[src/rtl/fifo_pkg.sv]
// Shared sizing for the SRAM-backed FIFO: data/address widths and the occupancy type.
package fifo_pkg;
   localparam int DW    = 8;
   localparam int AW    = 4;
   localparam int DEPTH = 1 << AW;

   // One extra bit so a completely full FIFO (16) is representable.
   typedef logic [AW:0] cnt_t;
endpackage

[src/rtl/fifo_mem.sv]
// 16 x DW dual-port storage: one write port, one registered read port.
// A read and a write to the same address in one cycle return the old byte.
module fifo_mem
   import fifo_pkg::*;
(
   input  logic          clk,
   input  logic          rst,
   input  logic          wen,
   input  logic [AW-1:0] waddr,
   input  logic [DW-1:0] wdata,
   input  logic          ren,
   input  logic [AW-1:0] raddr,
   output logic [DW-1:0] rdata
);
   logic [DW-1:0] mem_q [DEPTH];
   logic [DW-1:0] rdata_d, rdata_q;

   always_comb begin
      rdata_d = rdata_q;
      if (ren) rdata_d = mem_q[raddr];
   end

   // Storage is intentionally not reset; only the output register is.
   always_ff @(posedge clk) begin
      if (wen) mem_q[waddr] <= wdata;
   end

   always_ff @(posedge clk) begin
      if (rst) rdata_q <= '0;
      else     rdata_q <= rdata_d;
   end

   assign rdata = rdata_q;
endmodule

[src/rtl/sram_fifo_ctrl.sv]
// FIFO controller over fifo_mem: pointers, occupancy, registered flags and
// one-cycle pop_valid / overflow / underflow strobes.
module sram_fifo_ctrl
   import fifo_pkg::*;
(
   input  logic          clk,
   input  logic          rst,
   input  logic          push,
   input  logic [DW-1:0] push_data,
   output logic          full,
   input  logic          pop,
   output logic [DW-1:0] pop_data,
   output logic          pop_valid,
   output logic          empty,
   output logic [AW:0]   count,
   output logic          overflow,
   output logic          underflow
);
   logic [AW-1:0] wptr_d, wptr_q, rptr_d, rptr_q;
   cnt_t          count_d, count_q;
   logic          full_d, full_q, empty_d, empty_q;
   logic          pop_valid_d, pop_valid_q;
   logic          overflow_d, overflow_q, underflow_d, underflow_q;
   logic          pop_acc, push_acc;

   always_comb begin
      pop_acc     = pop && !empty_q;
      // A pop in the same cycle frees the slot, so a full FIFO may still take a push.
      push_acc    = push && (!full_q || pop_acc);
      wptr_d      = wptr_q;
      rptr_d      = rptr_q;
      count_d     = count_q;
      if (push_acc) wptr_d = wptr_q + AW'(1);
      if (pop_acc)  rptr_d = rptr_q + AW'(1);
      case ({push_acc, pop_acc})
         2'b10:   count_d = count_q + cnt_t'(1);
         2'b01:   count_d = count_q - cnt_t'(1);
         default: count_d = count_q;
      endcase
      full_d      = (count_d == cnt_t'(DEPTH));
      empty_d     = (count_d == '0);
      pop_valid_d = pop_acc;
      overflow_d  = push && !push_acc;
      underflow_d = pop && !pop_acc;
   end

   always_ff @(posedge clk) begin
      if (rst) begin
         wptr_q      <= '0;
         rptr_q      <= '0;
         count_q     <= '0;
         full_q      <= 1'b0;
         empty_q     <= 1'b1;
         pop_valid_q <= 1'b0;
         overflow_q  <= 1'b0;
         underflow_q <= 1'b0;
      end else begin
         wptr_q      <= wptr_d;
         rptr_q      <= rptr_d;
         count_q     <= count_d;
         full_q      <= full_d;
         empty_q     <= empty_d;
         pop_valid_q <= pop_valid_d;
         overflow_q  <= overflow_d;
         underflow_q <= underflow_d;
      end
   end

   fifo_mem u_mem (
      .clk   (clk),
      .rst   (rst),
      .wen   (push_acc && !rst),
      .waddr (wptr_q),
      .wdata (push_data),
      .ren   (pop_acc && !rst),
      .raddr (rptr_q),
      .rdata (pop_data)
   );

   assign full      = full_q;
   assign empty     = empty_q;
   assign count     = count_q;
   assign pop_valid = pop_valid_q;
   assign overflow  = overflow_q;
   assign underflow = underflow_q;
endmodule

[config.mk]
export PLATFORM = sky130hd
export DESIGN_NAME = sram_fifo_ctrl
export DESIGN_NICKNAME = d
export VERILOG_FILES = /design/src/rtl/fifo_pkg.sv /design/src/rtl/fifo_mem.sv /design/src/rtl/sram_fifo_ctrl.sv
export SDC_FILE = /design/constraint.sdc
export NUM_CORES = 1
export LEC_CHECK = 0
export CAP_MARGIN = 20
export CORE_MARGIN = 3
export CORE_UTILIZATION = 64
export DETAILED_ROUTE_END_ITERATION = 12
export PLACE_DENSITY_LB_ADDON = 0.3
export SETUP_SLACK_MARGIN = 0.3
export SLEW_MARGIN = 10
export SYNTH_ARGS = -nofsm -noshare
export SYNTH_HDL_FRONTEND = slang
export SYNTH_HIERARCHICAL = 1
export SYNTH_SLANG_ARGS = --single-unit
export TNS_END_PERCENT = 10
[constraint.sdc]
create_clock -name clk -period 6.4 [get_ports clk]
set_clock_uncertainty 0.05 [all_clocks]
set_input_delay 1.6 -clock clk [delete_from_list [all_inputs] [get_ports clk]]
set_output_delay 1.6 -clock clk [all_outputs]
set_load 0.1 [all_outputs]
==> flow_summary.json, run 1 <==
{
  "gr-total-overflow": 0,
  "seq_area_frac_synth": 0.704,
  "cts_tree": "yes",
  "rsz0062_at_grt": "false",
  "cp-end-kind": "flop",
  "wl_um": 13000,
  "ys_warn_count": 6,
  "status": "completed",
  "clk_transition_reported_paths_ns": 0.06,
  "place_ws_ns": 1.73,
  "synth_ff_type": "edfxtp_1",
  "root_buffer": "clkbuf_8",
  "maxSlewHeadroom": 0.317,
  "synth_fp_nets": 429,
  "first_iter_violations": 354,
  "die_w_um": 104,
  "min_period_ns": 3.98,
  "avgSynthCellArea_um2": 15.0,
  "layout_setup_ws_ns": 2.42,
  "h-tree-depth": 4,
  "clockBufferDepth": 2,
  "ir_drop_v": 0.000245,
  "post_cts_buffers": 0,
  "post_dp_cell_area_um2": 6520,
  "place_congestion": 0.802,
  "leakagePower_nw": 2.29,
  "worstSetupPathType": "primary input to flop",
  "io_pins": 30,
  "firstDrtPassIters": 5,
  "ys_types": 39,
  "core.rowCount": 35,
  "postCtsHoldBufs": 0,
  "worst_skew_pair.late_latency_ns": 0.52,
  "power_density_nw_per_um2": 337,
  "clock.fmax_ghz": 0.251,
  "fin_util": 0.768,
  "tns_ns": 0,
  "diodes": 0,
  "worstPathRequired_ns": 6.76,
  "drv_slew": 0,
  "whs_ns": 0.408,
  "fin_crit_sh": 0.622,
  "routedWlPerCell_um": 21.9,
  "worstPathMaxFanout": 7,
  "syn_inst": 412,
  "layout.nets": 468,
  "synthArstFlopShare": 0,
  "io_buffers": 29,
  "ant_nets": 0,
  "final-setup-viol-count": 0,
  "hpwl_um": 7570,
  "cap_viol_max_count": 0,
  "syn2layout_area_growth_pct": 15.5,
  "die_h_um": 104,
  "drive_gt1_frac": 0.0948,
  "synthesis.area_um2": 6200,
  "grt_pass1_vias": 3616,
  "final_common_cell": "edfxtp_1",
  "synth-edff-count": 128,
  "via_count": 3697,
  "grt_pass1_wl_um": 19800,
  "start_util": 0.665,
  "track_usage": 0.246,
  "grt_start_max_net_pins": 67,
  "fp.dieArea_um2": 10900,
  "arrival_ns": 4.34,
  "design.core.area_um2": 9330,
  "antenna_found_initial": 0,
  "hp-class": "flop to flop",
  "drc_errors": 0,
  "final_hold_viol_count": 0,
  "cts_sinks": 154,
  "final_cell_mix": "edfxtp_1, mux2i_1, nand3_1, clkdlybuf4s50_1, nand2_1",
  "final_cell_area_um2": 7160,
  "tightest_slew_ns": 1.02,
  "post_cts_resize_count": 0,
  "cts_buffers": 17,
  "synth_seq_cells": 154,
  "critPathLaunchType": "primary input",
  "vias_per_cell": 6.23
}
-- registers in the layout (all words and copies together), names as in the netlist --
register	count
underflow	1
rptr_q	4
empty	1
full	1
overflow	1
u_mem/mem_q	128
wptr_q	4
count	5
pop_valid	1
u_mem/rdata	8
-- synthesized netlist by cell type, types with 2 or more instances --
| library cell | n | area share |
|---|---|---|
| buf_6 | 2 | 0.0036 |
| mux2i_1 | 66 | 0.11 |
| dfxtp_1 | 26 | 0.084 |
| xnor2_1 | 3 | 0.0042 |
| inv_1 | 4 | 0.0024 |
| buf_2 | 7 | 0.0057 |
| a21oi_1 | 14 | 0.011 |
| buf_12 | 2 | 0.0065 |
| clkbuf_1 | 2 | 0.0012 |
| buf_8 | 3 | 0.0073 |
| nor2b_1 | 3 | 0.0030 |
| nor3b_1 | 2 | 0.0024 |
| nand3_1 | 29 | 0.023 |
| edfxtp_1 | 128 | 0.62 |
| nand2_1 | 27 | 0.016 |
| ha_1 | 5 | 0.010 |
| nand3b_1 | 4 | 0.0048 |
| o21ai_0 | 3 | 0.0024 |
| xor2_1 | 6 | 0.0085 |
| a22oi_1 | 24 | 0.029 |
| nor2_1 | 27 | 0.016 |
| or3_1 | 2 | 0.0020 |
| nor3_1 | 4 | 0.0032 |
| nand2b_1 | 4 | 0.0040 |
-- kinds of logic after synthesis --
family	after synthesis	share of synthesized area
muxes	66	0.107
DFF	154	0.704
adders and majority gates	5	0.0101
and+or+nand+nor	109	0.0862
xor gates and xnor gates	9	0.0127
buffers and inverters	20	0.0266
AOI/OAI and AO/OA	49	0.0537
-- final cells by class --
cell class | count | area (um2)
timing repair buffer | 36 | 345
sequential | 154 | 4370
clock buffer | 19 | 432
clock inverter | 13 | 168
multi-input combinational | 238 | 1670
inverter | 4 | 15.0
tap | 129 | 161
fill | 544 | 2170
-- final timing paths --
check / end / slack [ns] / start / cells after the start
max: full / 2.42 / pop / 12
min: u_mem/rdata[6] / 0.41 / u_mem/rdata[6] / 2
max reg2reg: full / 3.57 / empty / 11
min reg2reg: u_mem/rdata[6] / 0.41 / u_mem/rdata[6] / 2
-- stage by stage --
stage               power (mW)  instances
detailed placement        1.43        556
global route              2.49        593
CTS                       2.42        588
floorplan                 1.35        412
global placement          1.42        556
finish                    2.41        593
-- routing by layer --
metal,global-route usage,wire (um),vias up
met2,0.374,6100,217
li1,-,-,1655
met3,0.0546,1070,32
met1,0.339,5420,1793
met4,0.123,384,0
met5,0,0,-
-- power by group --
group	internal, mW	total, mW	switching, mW
clock	0.608	0.999	0.392
combinational	0.0774	0.279	0.202
sequential	1.11	1.13	0.0246
-- critical path, cell delays in order --
cell             delay (ns)
clkdlybuf4s50_1        0.48
nand2b_1               0.13
nand2_1                0.17
nand2_1                0.20
ha_1                   0.33
xor2_1                 0.20
ha_1                   0.24
a21oi_1                0.22
o221ai_1               0.17
nand3_1                0.14
xor2_1                 0.23
and4bb_1               0.24
Power figures use the tool's default switching activity.
==> run 2: changes to the inputs <==
Settings changed: CORE_UTILIZATION 64 to 59.
Clock period 6.4 ns to 3.85 ns, I/O delays scaled along.
==> flow_summary.json, run 2 (synthesis results as in run 1) <==
{
  "grt_pass1_vias": 3531,
  "leakagePower_nw": 2.36,
  "worstPathRequired_ns": 4.21,
  "root_buffer": "clkbuf_8",
  "layout.nets": 483,
  "h-tree-depth": 4,
  "final_cell_mix": "edfxtp_1, mux2i_1, nand3_1",
  "clockBufferDepth": 2,
  "design.core.area_um2": 10000,
  "rsz0062_at_grt": "false",
  "first_iter_violations": 305,
  "via_count": 3674,
  "tns_ns": 0,
  "grt_pass1_wl_um": 19600,
  "cts_buffers": 17,
  "gr-total-overflow": 0,
  "maxSlewHeadroom": 0.341,
  "start_util": 0.620,
  "fin_crit_sh": 0.843,
  "drive_gt1_frac": 0.127,
  "largest-register": "u_mem/mem_q",
  "io_pins": 30,
  "post_cts_resize_count": 0,
  "diodes": 0,
  "largest_reg_flops": 128,
  "hp-class": "flop to flop",
  "ant_nets": 0,
  "p_total_mw": 3.92,
  "cp-end-kind": "flop",
  "post_cts_buffers": 0,
  "io_buffers": 29,
  "min_period_ns": 3.24,
  "critPathLaunchType": "primary input",
  "track_usage": 0.231,
  "final-setup-viol-count": 0,
  "cts_sinks": 154,
  "drc_errors": 0,
  "place_ws_ns": 0.0682,
  "drv_slew": 0,
  "worstSetupPathType": "primary input to flop",
  "status": "completed",
  "die_w_um": 108,
  "clock.fmax_ghz": 0.308,
  "ir_drop_v": 0.000417,
  "worst_skew_pair.late_latency_ns": 0.52,
  "fp.dieArea_um2": 11800,
  "antenna_found_initial": 0,
  "wl_um": 12800,
  "worstPathMaxFanout": 7,
  "grt_start_max_net_pins": 67,
  "hpwl_um": 7700,
  "place_congestion": 0.825,
  "firstDrtPassIters": 7,
  "cts_tree": "yes",
  "routedWlPerCell_um": 21.0,
  "tightest_slew_ns": 0.986,
  "clk_transition_reported_paths_ns": 0.06,
  "core.rowCount": 36,
  "postCtsHoldBufs": 0,
  "nFillCells": 652,
  "power_density_nw_per_um2": 541,
  "die_h_um": 108,
  "cap_viol_max_count": 0,
  "syn2layout_area_growth_pct": 16.9,
  "final_common_cell": "edfxtp_1",
  "final_hold_viol_count": 0,
  "arrival_ns": 3.60,
  "vias_per_cell": 6.00,
  "layout_setup_ws_ns": 0.606
}
[run 2: where the power goes]
group / leakage, nW / switching, mW / internal [mW]
sequential: 1.37 / 0.0418 / 1.84
combinational: 0.727 / 0.339 / 0.133
clock: 0.270 / 0.643 / 0.921
total: 2.36 / 1.02 / 2.90
[run 2: final timing paths]
| path | to | slack [ns] | startpoint | cells past startpoint |
|---|---|---|---|---|
| worst min-delay path | u_mem/rdata[6] | 0.41 | u_mem/rdata[6] | 2 |
| worst max register to register | full | 1.12 | empty | 11 |
| worst min register to register | u_mem/rdata[6] | 0.41 | u_mem/rdata[6] | 2 |
| worst max-delay path | full | 0.61 | pop | 12 |
[run 2: cell type report]
cell class,count,area (um2),share of cell area
flip-flops and latches,154,4370,0.603
multi-input cells,238,1670,0.230
repair buffers,51,464,0.0641
clock buffers,17,414,0.0572
well taps,133,166,0.0230
clock inverters,15,149,0.0205
inverters,4,15.0,0.00207
[run 2: routing by layer]
metal  GRT usage  up-vias  routed length, um
li1            -     1678                  -
met3      0.0591       14                899
met2       0.380      175               6420
met5           0        -                  0
met4      0.0613        0                183
met1       0.309     1807               5330
[run 2: per-stage QoR]
step                area [um2]  hold WS [ns]  utilization  std cells
finish                    7250         0.412        0.725        612
global route              7250         0.429        0.725        612
CTS                       7230         0.411        0.723        611
detailed placement        6660         0.396        0.666        579
global placement          6650         0.385        0.665        578
floorplan                 6200         0.438            -        412
[run 2: critical path, stage by stage]
cell and delay, ns:
clkdlybuf4s50_1 0.48, nand2b_1 0.12, nand2_1 0.16, nand2_1 0.18, ha_1 0.32, xor2_1 0.20
ha_1 0.23, a21oi_1 0.20, o221ai_1 0.15, nand3_1 0.13, xor2_1 0.23, and4bb_1 0.24
